### config.mk
export PLATFORM = sky130hd
export DESIGN_NAME = id_ex_fwd_reg_flat
export DESIGN_NICKNAME = d
export VERILOG_FILES = /design/src/rtl/pipe_pkg.sv /design/src/rtl/id_ex_fwd_reg_if.sv /design/src/rtl/id_ex_fwd_reg_fwd_predict.sv /design/src/rtl/id_ex_fwd_reg.sv /design/src/flat_wrapper.sv
export SDC_FILE = /design/constraint.sdc
export NUM_CORES = 1
export LEC_CHECK = 0
export ABC_AREA = 1
export CORE_MARGIN = 1.5
export CORE_UTILIZATION = 25
export DETAILED_ROUTE_END_ITERATION = 10
export SLEW_MARGIN = 0
export SYNTH_ARGS = -nofsm -noshare
export SYNTH_HDL_FRONTEND = slang
export SYNTH_HIERARCHICAL = 1
export SYNTH_SLANG_ARGS = --single-unit
### constraint.sdc
create_clock -name clk -period 3 [get_ports clk]
set_input_delay 0.6 -clock clk [delete_from_list [all_inputs] [get_ports clk]]
set_output_delay 0.6 -clock clk [all_outputs]
set_load 0.02 [all_outputs]
### src/rtl/pipe_pkg.sv
// Shared pipeline types for the 5-stage core: forwarding-select encoding,
// default datapath widths and the opaque EX/MEM/WB control bundle.
package pipe_pkg;

  localparam int DATA_W_DFLT = 32;
  localparam int REG_AW_DFLT = 5;
  localparam int CTRL_W_DFLT = 16;

  typedef enum logic [1:0] {
    FWD_REG = 2'b00,
    FWD_WB  = 2'b01,
    FWD_MEM = 2'b10
  } fwd_sel_e;

  typedef logic [CTRL_W_DFLT-1:0] ctrl_t;

endpackage

### src/rtl/id_ex_fwd_reg_if.sv
// ID/EX register bundle: ID-side inputs, EX/MEM and MEM/WB snoop ports,
// and the registered ID/EX fields with their precomputed forwarding selects.
interface id_ex_fwd_reg_if #(
  parameter int DATA_W = pipe_pkg::DATA_W_DFLT,
  parameter int REG_AW = pipe_pkg::REG_AW_DFLT,
  parameter int CTRL_W = pipe_pkg::CTRL_W_DFLT
);
  logic              stall;
  logic              flush;
  logic              id_valid;
  logic [DATA_W-1:0] id_pc;
  logic [DATA_W-1:0] id_rs1_data;
  logic [DATA_W-1:0] id_rs2_data;
  logic [DATA_W-1:0] id_imm;
  logic [REG_AW-1:0] id_rs1;
  logic [REG_AW-1:0] id_rs2;
  logic [REG_AW-1:0] id_rd;
  logic              id_regwrite;
  logic [CTRL_W-1:0] id_ctrl;
  logic [REG_AW-1:0] mem_rd_i;
  logic              mem_we_i;
  logic [REG_AW-1:0] wb_rd_i;
  logic              wb_we_i;
  logic [DATA_W-1:0] wb_data_i;

  logic              q_valid;
  logic [DATA_W-1:0] q_pc;
  logic [DATA_W-1:0] q_rs1_data;
  logic [DATA_W-1:0] q_rs2_data;
  logic [DATA_W-1:0] q_imm;
  logic [REG_AW-1:0] q_rs1;
  logic [REG_AW-1:0] q_rs2;
  logic [REG_AW-1:0] q_rd;
  logic              q_regwrite;
  logic [CTRL_W-1:0] q_ctrl;
  logic [1:0]        q_fwd_a;
  logic [1:0]        q_fwd_b;

  modport master (
    output stall, flush, id_valid, id_pc, id_rs1_data, id_rs2_data, id_imm,
           id_rs1, id_rs2, id_rd, id_regwrite, id_ctrl,
           mem_rd_i, mem_we_i, wb_rd_i, wb_we_i, wb_data_i,
    input  q_valid, q_pc, q_rs1_data, q_rs2_data, q_imm, q_rs1, q_rs2, q_rd,
           q_regwrite, q_ctrl, q_fwd_a, q_fwd_b
  );

  modport slave (
    input  stall, flush, id_valid, id_pc, id_rs1_data, id_rs2_data, id_imm,
           id_rs1, id_rs2, id_rd, id_regwrite, id_ctrl,
           mem_rd_i, mem_we_i, wb_rd_i, wb_we_i, wb_data_i,
    output q_valid, q_pc, q_rs1_data, q_rs2_data, q_imm, q_rs1, q_rs2, q_rd,
           q_regwrite, q_ctrl, q_fwd_a, q_fwd_b
  );

endinterface

### src/rtl/id_ex_fwd_reg_fwd_predict.sv
// Next-cycle forwarding select for one source operand, plus a flag telling
// the register to take the writeback data in place of its current operand.
module fwd_predict
  import pipe_pkg::*;
#(
  parameter int REG_AW = REG_AW_DFLT
) (
  input  logic [REG_AW-1:0] i_rs,
  input  logic              i_held,
  input  logic [REG_AW-1:0] i_q_rd,
  input  logic              i_q_regwrite,
  input  logic [REG_AW-1:0] i_mem_rd,
  input  logic              i_mem_we,
  input  logic [REG_AW-1:0] i_wb_rd,
  input  logic              i_wb_we,
  output fwd_sel_e          o_sel,
  output logic              o_cap_wb
);

  logic w_rs_nz;
  logic w_ex_hit;
  logic w_mem_hit;
  logic w_wb_hit;

  // While held, EX/MEM receives a bubble, so the EX instruction never forwards.
  assign w_rs_nz   = (i_rs != '0);
  assign w_ex_hit  = !i_held && i_q_regwrite && (i_q_rd == i_rs);
  assign w_mem_hit = i_mem_we && (i_mem_rd == i_rs);
  assign w_wb_hit  = i_wb_we && (i_wb_rd == i_rs);

  always_comb begin
    o_sel    = FWD_REG;
    o_cap_wb = 1'b0;
    if (w_rs_nz) begin
      if (w_ex_hit) begin
        o_sel = FWD_MEM;
      end else if (w_mem_hit) begin
        o_sel = FWD_WB;
      end else if (w_wb_hit) begin
        o_cap_wb = 1'b1;
      end
    end
  end

endmodule

### src/rtl/id_ex_fwd_reg.sv
// ID/EX pipeline register with stall/flush and registered forwarding selects;
// held operands absorb register-file writeback so they never go stale.
module id_ex_fwd_reg
  import pipe_pkg::*;
#(
  parameter int DATA_W = DATA_W_DFLT,
  parameter int REG_AW = REG_AW_DFLT,
  parameter int CTRL_W = CTRL_W_DFLT
) (
  input logic           clk,
  input logic           rst_n,
  id_ex_fwd_reg_if.slave bus
);

  logic              r_valid;
  logic [DATA_W-1:0] r_pc;
  logic [DATA_W-1:0] r_rs1_data;
  logic [DATA_W-1:0] r_rs2_data;
  logic [DATA_W-1:0] r_imm;
  logic [REG_AW-1:0] r_rs1;
  logic [REG_AW-1:0] r_rs2;
  logic [REG_AW-1:0] r_rd;
  logic              r_regwrite;
  logic [CTRL_W-1:0] r_ctrl;
  fwd_sel_e          r_fwd_a;
  fwd_sel_e          r_fwd_b;

  logic              w_bubble;
  logic [REG_AW-1:0] w_rs1;
  logic [REG_AW-1:0] w_rs2;
  fwd_sel_e          w_sel_a;
  fwd_sel_e          w_sel_b;
  logic              w_cap_a;
  logic              w_cap_b;

  // An invalid ID slot on advance is loaded as a bubble, same as a flush.
  assign w_bubble = bus.flush || (!bus.stall && !bus.id_valid);
  assign w_rs1    = bus.stall ? r_rs1 : bus.id_rs1;
  assign w_rs2    = bus.stall ? r_rs2 : bus.id_rs2;

  fwd_predict #(.REG_AW(REG_AW)) u_pred_a (
    .i_rs         (w_rs1),
    .i_held       (bus.stall),
    .i_q_rd       (r_rd),
    .i_q_regwrite (r_regwrite),
    .i_mem_rd     (bus.mem_rd_i),
    .i_mem_we     (bus.mem_we_i),
    .i_wb_rd      (bus.wb_rd_i),
    .i_wb_we      (bus.wb_we_i),
    .o_sel        (w_sel_a),
    .o_cap_wb     (w_cap_a)
  );

  fwd_predict #(.REG_AW(REG_AW)) u_pred_b (
    .i_rs         (w_rs2),
    .i_held       (bus.stall),
    .i_q_rd       (r_rd),
    .i_q_regwrite (r_regwrite),
    .i_mem_rd     (bus.mem_rd_i),
    .i_mem_we     (bus.mem_we_i),
    .i_wb_rd      (bus.wb_rd_i),
    .i_wb_we      (bus.wb_we_i),
    .o_sel        (w_sel_b),
    .o_cap_wb     (w_cap_b)
  );

  always_ff @(posedge clk or negedge rst_n) begin
    if (!rst_n) begin
      r_valid    <= 1'b0;
      r_pc       <= '0;
      r_rs1_data <= '0;
      r_rs2_data <= '0;
      r_imm      <= '0;
      r_rs1      <= '0;
      r_rs2      <= '0;
      r_rd       <= '0;
      r_regwrite <= 1'b0;
      r_ctrl     <= '0;
      r_fwd_a    <= FWD_REG;
      r_fwd_b    <= FWD_REG;
    end else if (w_bubble) begin
      r_valid    <= 1'b0;
      r_pc       <= '0;
      r_rs1_data <= '0;
      r_rs2_data <= '0;
      r_imm      <= '0;
      r_rs1      <= '0;
      r_rs2      <= '0;
      r_rd       <= '0;
      r_regwrite <= 1'b0;
      r_ctrl     <= '0;
      r_fwd_a    <= FWD_REG;
      r_fwd_b    <= FWD_REG;
    end else if (bus.stall) begin
      if (w_cap_a) r_rs1_data <= bus.wb_data_i;
      if (w_cap_b) r_rs2_data <= bus.wb_data_i;
      r_fwd_a <= w_sel_a;
      r_fwd_b <= w_sel_b;
    end else begin
      r_valid    <= 1'b1;
      r_pc       <= bus.id_pc;
      r_rs1_data <= w_cap_a ? bus.wb_data_i : bus.id_rs1_data;
      r_rs2_data <= w_cap_b ? bus.wb_data_i : bus.id_rs2_data;
      r_imm      <= bus.id_imm;
      r_rs1      <= bus.id_rs1;
      r_rs2      <= bus.id_rs2;
      r_rd       <= bus.id_rd;
      r_regwrite <= bus.id_regwrite;
      r_ctrl     <= bus.id_ctrl;
      r_fwd_a    <= w_sel_a;
      r_fwd_b    <= w_sel_b;
    end
  end

  assign bus.q_valid    = r_valid;
  assign bus.q_pc       = r_pc;
  assign bus.q_rs1_data = r_rs1_data;
  assign bus.q_rs2_data = r_rs2_data;
  assign bus.q_imm      = r_imm;
  assign bus.q_rs1      = r_rs1;
  assign bus.q_rs2      = r_rs2;
  assign bus.q_rd       = r_rd;
  assign bus.q_regwrite = r_regwrite;
  assign bus.q_ctrl     = r_ctrl;
  assign bus.q_fwd_a    = r_fwd_a;
  assign bus.q_fwd_b    = r_fwd_b;

endmodule

### src/flat_wrapper.sv
// flat-port wrapper written by rule: the top's interface ports become plain ports
module id_ex_fwd_reg_flat import pipe_pkg::*;
#(
  parameter int DATA_W = DATA_W_DFLT,
  parameter int REG_AW = REG_AW_DFLT,
  parameter int CTRL_W = CTRL_W_DFLT
)
  (clk, rst_n, bus_stall, bus_flush, bus_id_valid, bus_id_pc, bus_id_rs1_data, bus_id_rs2_data, bus_id_imm, bus_id_rs1, bus_id_rs2, bus_id_rd, bus_id_regwrite, bus_id_ctrl, bus_mem_rd_i, bus_mem_we_i, bus_wb_rd_i, bus_wb_we_i, bus_wb_data_i, bus_q_valid, bus_q_pc, bus_q_rs1_data, bus_q_rs2_data, bus_q_imm, bus_q_rs1, bus_q_rs2, bus_q_rd, bus_q_regwrite, bus_q_ctrl, bus_q_fwd_a, bus_q_fwd_b);
  id_ex_fwd_reg_if #(.DATA_W(DATA_W), .REG_AW(REG_AW), .CTRL_W(CTRL_W)) bus_i ();
  input logic clk;
  input logic rst_n;
  input wire logic [$bits(bus_i.stall)-1:0] bus_stall;
  input wire logic [$bits(bus_i.flush)-1:0] bus_flush;
  input wire logic [$bits(bus_i.id_valid)-1:0] bus_id_valid;
  input wire logic [$bits(bus_i.id_pc)-1:0] bus_id_pc;
  input wire logic [$bits(bus_i.id_rs1_data)-1:0] bus_id_rs1_data;
  input wire logic [$bits(bus_i.id_rs2_data)-1:0] bus_id_rs2_data;
  input wire logic [$bits(bus_i.id_imm)-1:0] bus_id_imm;
  input wire logic [$bits(bus_i.id_rs1)-1:0] bus_id_rs1;
  input wire logic [$bits(bus_i.id_rs2)-1:0] bus_id_rs2;
  input wire logic [$bits(bus_i.id_rd)-1:0] bus_id_rd;
  input wire logic [$bits(bus_i.id_regwrite)-1:0] bus_id_regwrite;
  input wire logic [$bits(bus_i.id_ctrl)-1:0] bus_id_ctrl;
  input wire logic [$bits(bus_i.mem_rd_i)-1:0] bus_mem_rd_i;
  input wire logic [$bits(bus_i.mem_we_i)-1:0] bus_mem_we_i;
  input wire logic [$bits(bus_i.wb_rd_i)-1:0] bus_wb_rd_i;
  input wire logic [$bits(bus_i.wb_we_i)-1:0] bus_wb_we_i;
  input wire logic [$bits(bus_i.wb_data_i)-1:0] bus_wb_data_i;
  output wire logic [$bits(bus_i.q_valid)-1:0] bus_q_valid;
  output wire logic [$bits(bus_i.q_pc)-1:0] bus_q_pc;
  output wire logic [$bits(bus_i.q_rs1_data)-1:0] bus_q_rs1_data;
  output wire logic [$bits(bus_i.q_rs2_data)-1:0] bus_q_rs2_data;
  output wire logic [$bits(bus_i.q_imm)-1:0] bus_q_imm;
  output wire logic [$bits(bus_i.q_rs1)-1:0] bus_q_rs1;
  output wire logic [$bits(bus_i.q_rs2)-1:0] bus_q_rs2;
  output wire logic [$bits(bus_i.q_rd)-1:0] bus_q_rd;
  output wire logic [$bits(bus_i.q_regwrite)-1:0] bus_q_regwrite;
  output wire logic [$bits(bus_i.q_ctrl)-1:0] bus_q_ctrl;
  output wire logic [$bits(bus_i.q_fwd_a)-1:0] bus_q_fwd_a;
  output wire logic [$bits(bus_i.q_fwd_b)-1:0] bus_q_fwd_b;
  assign bus_i.stall = bus_stall;
  assign bus_i.flush = bus_flush;
  assign bus_i.id_valid = bus_id_valid;
  assign bus_i.id_pc = bus_id_pc;
  assign bus_i.id_rs1_data = bus_id_rs1_data;
  assign bus_i.id_rs2_data = bus_id_rs2_data;
  assign bus_i.id_imm = bus_id_imm;
  assign bus_i.id_rs1 = bus_id_rs1;
  assign bus_i.id_rs2 = bus_id_rs2;
  assign bus_i.id_rd = bus_id_rd;
  assign bus_i.id_regwrite = bus_id_regwrite;
  assign bus_i.id_ctrl = bus_id_ctrl;
  assign bus_i.mem_rd_i = bus_mem_rd_i;
  assign bus_i.mem_we_i = bus_mem_we_i;
  assign bus_i.wb_rd_i = bus_wb_rd_i;
  assign bus_i.wb_we_i = bus_wb_we_i;
  assign bus_i.wb_data_i = bus_wb_data_i;
  assign bus_q_valid = bus_i.q_valid;
  assign bus_q_pc = bus_i.q_pc;
  assign bus_q_rs1_data = bus_i.q_rs1_data;
  assign bus_q_rs2_data = bus_i.q_rs2_data;
  assign bus_q_imm = bus_i.q_imm;
  assign bus_q_rs1 = bus_i.q_rs1;
  assign bus_q_rs2 = bus_i.q_rs2;
  assign bus_q_rd = bus_i.q_rd;
  assign bus_q_regwrite = bus_i.q_regwrite;
  assign bus_q_ctrl = bus_i.q_ctrl;
  assign bus_q_fwd_a = bus_i.q_fwd_a;
  assign bus_q_fwd_b = bus_i.q_fwd_b;
  id_ex_fwd_reg #(.DATA_W(DATA_W), .REG_AW(REG_AW), .CTRL_W(CTRL_W)) u_core (.clk(clk), .rst_n(rst_n), .bus(bus_i));
endmodule
==> run metrics, run 1 <==
routed wire length=~27000 um; most used cell, CP=nand2_1; Die Height=179 um; critical path arrival=approximately 3200 ps; Final Hold Viols=0; GR Overflow Total=0; sequential area share after synthesis=around 53%; DRC viols=0; grt met1 use=about a fifth; die width=roughly 180 um; CTS tree=done; maxcap violations=0; IO Port Bufs=around 370; area delta synth->final=66.0%; RSZ-0062 raised after global routing=true; Multi-input gate area=about 3100 um^2; CP required=between 3000 and 4000 ps; GRT Total Usage=about 17%; layout net count=~1.6k; most common cell after layout, fill and taps aside=nand2_1; area of the mapped netlist=approximately 7700 um^2; Worst Skew=12.3 ps; antenna-violating nets left=0; largest net degree at the start of global routing=87; Post CTS Setup Buffer Count=0; Pleak=6.43 nW; worst rel slew slack=a little over two thirds; slowest stage delay, CP=approximately 500 ps; DR vias=a little under 8k; crit path max fanout=23; most frequent cells in the layout=592 x nand2_1, 372 x clkdlybuf4s50_1, 165 x dfrtp_1; Cell Chain, Critical Path=clkdlybuf4s50_1 > buf_4 > o21ai_0 > inv_1 > inv_2 > nand2_1 > nand2_1 > a21oi_1 > nand2_1 > nor2_1 > nor2_2 > buf_4 > nor2_2 > buf_4 > buf_12 > nand2_1 > nand2_1; clock latency on the worst-skew pair=between 400 and 500 ps; Avg WL per Cell=about 15 um; FMAX=roughly 350 MHz; syn_nets=around 1.3k; Avg Vias per Cell=4.21; PwrDens=between 400 and 500 nW/um^2; M3 GR Usage=~6.5%; crit path kind=in -> reg; maximum vdd drop=roughly 0.00037 V; gr busiest metal=met2; Synth Warn #=6; row count=64; M2 GR Usage=about 28%; CTS H-tree depth=4; vias in the first global route=7928; Ports=374; Slowest-stage cell, CP=clkdlybuf4s50_1; 1st-pass router iterations=6; # fillers=between 3k and 4k; final setup violation count=0; CP Capture Type=flip-flop; Detailed Place HPWL=about 20000 um; cts bufs inserted=17; Core Footprint=30500 um^2; Placed Cells=1810; post-route insts no fill=between 1.5k and 2k; Mapped Cells=~1.0k; Longest Clk Path Bufs=2; Total Power=approximately 6.2 mW; DRT iter0 DRCs=350; clock net sink count=between 150 and 200; Worst-Margin Slew=443 ps; status=finished, final reports clean; initial antenna violation count=1; first-pass GRT wire length=around 42000 um; Initial Utilization=25.3%; Unique masters post-synth=22; final period utilization=a little over nine tenths; synthesized flop and latch total=approximately 170; Critical Path Start Type=input pin; proportion of layout cells with a drive suffix above 1=between 7 and 8%; final slew viol count=0; area occupied by registers=4130 um^2; Clk pin slew, worst setup/hold paths=roughly 70 ps; die area=~32000 um^2; Tmin final=roughly 2800 ps; Root Driver=clkbuf_16; Avg Cell Area, Syn=~7.4 um^2; Hold WC Path Type=reg -> reg; RD Place Congestion=about 0.89
## synthesized netlist by cell type (all sizes together)
cell type / n / area share, %
nand3: 4 / 0.39
buf: 30 / 2.1
o21ai: 77 / 5.1
dfrtp: 165 / 53
nand2: 595 / 29
or2: 10 / 0.81
a21oi: 2 / 0.13
inv: 85 / 4.1
nor2: 57 / 3.4
xnor2: 4 / 0.45
nand4: 2 / 0.16
clkbuf: 15 / 0.73
## routing by layer
metal	up-vias	wire length, um
li1	3905	-
met1	3522	11600
met2	310	12500
met3	29	2690
met4	0	502
met5	-	0
## final timing paths
check                                     from                        end  slack (ps)  cells past startpoint
setup reg to reg           u_core/bus.q_rs1[1]   u_core/bus.q_rs1_data[7]         600                     16
hold / removal             u_core/bus.q_pc[29]        u_core/bus.q_pc[29]         480                      2
setup / recovery                     bus_stall  u_core/bus.q_rs1_data[24]         170                     17
max in group asynchronous                rst_n       u_core/bus.q_ctrl[1]        1700                      3
min in group asynchronous                rst_n         u_core/bus.q_valid         590                      2
hold reg to reg            u_core/bus.q_pc[29]        u_core/bus.q_pc[29]         480                      2
## state kept, by name (all words and copies together) (netlist names)
register,cells
u_core/bus.q_ctrl,16
u_core/bus.q_fwd_a,2
u_core/bus.q_fwd_b,2
u_core/bus.q_imm,32
u_core/bus.q_pc,32
u_core/bus.q_rd,5
u_core/bus.q_regwrite,1
u_core/bus.q_rs1,5
u_core/bus.q_rs1_data,32
u_core/bus.q_rs2,5
u_core/bus.q_rs2_data,32
u_core/bus.q_valid,1
## stage by stage
stage / instance area (um^2) / worst slack, ps / hold WS [ps] / setup TNS (ps) / utilization (%)
6_report: 12800 / 172 / 478 / 0 / 42.0
5_1_grt: 12800 / -14.4 / 497 / -27.6 / 42.0
4_1_cts: 12800 / 132 / 484 / 0 / 42.0
3_5_place_dp: 12200 / -329 / 465 / -17500 / 39.9
3_3_place_gp: 12200 / -288 / 461 / -14540 / 39.9
2_1_floorplan: 7720 / 462 / 304 / 0 / -
## power by group
part | switching [mW] | total (mW) | internal, mW
sequential | 0.0967 | 2.47 | 2.38
clock | 1.07 | 2.34 | 1.27
combinational | 0.717 | 1.41 | 0.695
## cell type report
cell class,instances,share of cell area [%]
Timing Repair Buffer,414,32.7
Tap cell,396,3.87
Clock inverter,15,1.46
Sequential cell,165,32.2
Antenna cell,1,0.0195
Inverter,85,2.49
Multi-Input combinational cell,751,23.9
Clock buffer,17,3.32
## worst max-delay path, delay by kind of cell
kind                   cells  cell delay, ps
and+or+nand+nor            8             670
AOI/OAI and AO/OA          2             420
buffers and inverters      7            1490
## cells by family after synthesis
| group | synth area share (%) |
|---|---|
| compound gates | 5.27 |
| xor+xnor | 0.454 |
| buf+inv | 6.92 |
| flops | 53.5 |
| simple gates | 33.9 |
## what timing repair did
action,4_1_cts,5_1_grt
endpoints found under the setup margin,0,64
hold endpoints to repair,6,0
resized for setup,0,1
hold buffers,1,0
No activity file was read; power rests on OpenSTA's default activity.
==> run 2, diff against run 1 <==
--- a/config.mk
+++ b/config.mk
@@ -6,9 +6,11 @@
 export NUM_CORES = 1
 export LEC_CHECK = 0
 export ABC_AREA = 1
+export CORE_ASPECT_RATIO = 0.5
 export CORE_MARGIN = 1.5
 export CORE_UTILIZATION = 25
 export DETAILED_ROUTE_END_ITERATION = 10
+export MAX_ROUTING_LAYER = met4
 export SLEW_MARGIN = 0
 export SYNTH_ARGS = -nofsm -noshare
 export SYNTH_HDL_FRONTEND = slang
==> run 2 against run 1 <==
- first-iteration DRC count grew 45%
- combinational power is essentially flat
- critical endpoint is now u_core/bus.q_rs1_data[31]
- wire length grew 6.4%
- largest cell class unchanged
- utilization grew 0.20 points
- critical path depth grew 2
==> run metrics, run 2 (synthesized netlist as in run 1, its figures left out) <==
proportion of layout cells with a drive suffix above 1=under 10%; Final Hold Viols=0; switching part of the total=a little under 30%; antenna-violating nets left=0; GRT Total Usage=a little under a fifth; 1st-pass router iterations=6; Worst-Margin Slew=roughly 710 ps; fin worst setup slack=206 ps; area delta synth->final=65.9%; internal power=between 4 and 5 mW; Post-CTS Hold Fix Bufs=0; hold_ws=165 ps; Avg WL per Cell=around 16 um; combinational power share=a little under a quarter; CP required=between 3000 and 4000 ps; # fillers=between 3k and 4k; DRT iter0 DRCs=just over 500; row count=45; Root Driver=clkbuf_16; Die Height=approximately 130 um; cts bufs inserted=17; maximum vdd drop=roughly 0.00040 V; vias in the first global route=between 7k and 8k; sequential share of power=39.9%; layout net count=around 1.6k; final setup violation count=0; DRC viols=0; RSZ-0062 raised after global routing=false; largest net degree at the start of global routing=87; die area=between 30000 and 40000 um^2; FMAX=around 360 MHz; final period utilization=slightly above 90%; Worst Skew=around 13 ps; Avg Vias per Cell=between 4 and 5; clock net sink count=around 170; status=finished, final reports clean; proportion of power drawn by the clock network=between 30% and 40%; Clk pin slew, worst setup/hold paths=approximately 70 ps; crit path max fanout=17; PwrDens=around 480 nW/um^2; RD Place Congestion=~0.89; final slew viol count=0; Placed Cells=around 1.8k; IO Port Bufs=about 370; Longest Clk Path Bufs=2; first-pass GRT wire length=approximately 44000 um; Core Footprint=between 30000 and 40000 um^2; final instance area=about 13000 um^2; DR vias=7627; Ports=roughly 370; Critical Path Start Type=input pin; setup slack at placement=-345 ps; most frequent cells in the layout=592 x nand2_1, 372 x clkdlybuf4s50_1, 165 x dfrtp_1; initial antenna violation count=2; routed wire length=a little under 30000 um; Final Core Density=between 40% and 50%; clock latency on the worst-skew pair=between 400 and 500 ps; Area after DPL=around 12000 um^2; critical path arrival=between 3000 and 4000 ps; reg2reg start=u_core/bus.q_rs1[3]; CTS H-tree depth=4; Initial Utilization=25.4%; maxcap violations=0; Pleak=approximately 6.4 nW; crit path kind=in -> reg; CP Capture Type=flip-flop; Tmin final=~2800 ps; Hold WC Path Type=in -> async; most common cell after layout, fill and taps aside=nand2_1; die width=between 200 and 300 um; worst rel slew slack=between 50 and 60%; Detailed Place HPWL=approximately 21000 um; Switch Pwr=1.84 mW; CTS tree=done; GR Overflow Total=0; CP startpoint=bus_stall; post-route insts no fill=1853
==> run 2: cell count changes in the layout (fill, tap and decap cells not counted), moves of 2 or more <==
cell	before	now
o21ai_0	73	70
buf_12	12	8
inv_6	4	2
inv_8	4	2
buf_4	28	37
o21ai_1	3	6
==> run 2: final cells by class <==
class                           count  area (um^2)  area share (%)
Clock inverter                     12          144            1.12
Sequential cell                   165         4130            32.2
Antenna cell                        2         5.00          0.0391
Inverter                           85          319            2.49
Tap cell                          399          499            3.90
Clock buffer                       19          443            3.46
Timing Repair Buffer              420         4210            32.9
Multi-Input combinational cell    751         3060            23.9
==> run 2: worst max-delay path: stages <==
cell and delay [ps]:
clkdlybuf4s50_1 490, inv_2 100, or2_2 270, o21ai_0 110, inv_1 130, buf_4 160
nand2_1 60, nand2_1 50, nor2_1 90, nand2_1 80, nor2_2 80, nand2_1 60
nor2_2 160, nor2_4 90, buf_12 160, buf_4 150, o21ai_0 180, nand2_1 80
nand2_1 60
==> run 2: power groups by stage <==
stage | registers, mW | logic (mW) | clock network [mW]
2_1_floorplan | 2.69 | 0.384 | 0
3_3_place_gp | 2.51 | 1.43 | 0
3_5_place_dp | 2.51 | 1.43 | 0
4_1_cts | 2.47 | 1.44 | 2.34
5_1_grt | 2.49 | 1.55 | 2.44
6_report | 2.47 | 1.43 | 2.28
==> run 2: path summary, 6_finish.rpt <==
check	to	slack (ps)	depth (start not counted)
setup / recovery	u_core/bus.q_rs1_data[31]	210	19
hold / removal	u_core/bus.q_pc[28]	160	1
setup reg to reg	u_core/bus.q_rs1_data[31]	540	17
hold reg to reg	u_core/bus.q_pc[10]	480	2
max in group asynchronous	u_core/bus.q_pc[4]	2040	2
min in group clk	u_core/bus.q_pc[10]	480	2
==> run 2: layer usage <==
| layer | wire length, um | up-vias | global-route usage, % |
|---|---|---|---|
| met5 | 0 | - | - |
| met1 | 12800 | 3516 | 22.7 |
| met3 | 865 | 37 | 3.26 |
| li1 | - | 3924 | - |
| met4 | 716 | 0 | 6.80 |
| met2 | 14600 | 150 | 31.0 |
==> run 2: per-stage QoR <==
step	TNS (ps)	total power, mW
after floorplan	0	3.08
after global placement	-9510	3.94
after detailed placement	-10680	3.94
after CTS	0	6.25
after global routing	0	6.48
final	0	6.18
==> run 2: repair_timing <==
item	4_1_cts	5_1_grt
setup endpoints to repair	0	7
setup buffers	0	1
gates resized for setup	0	5
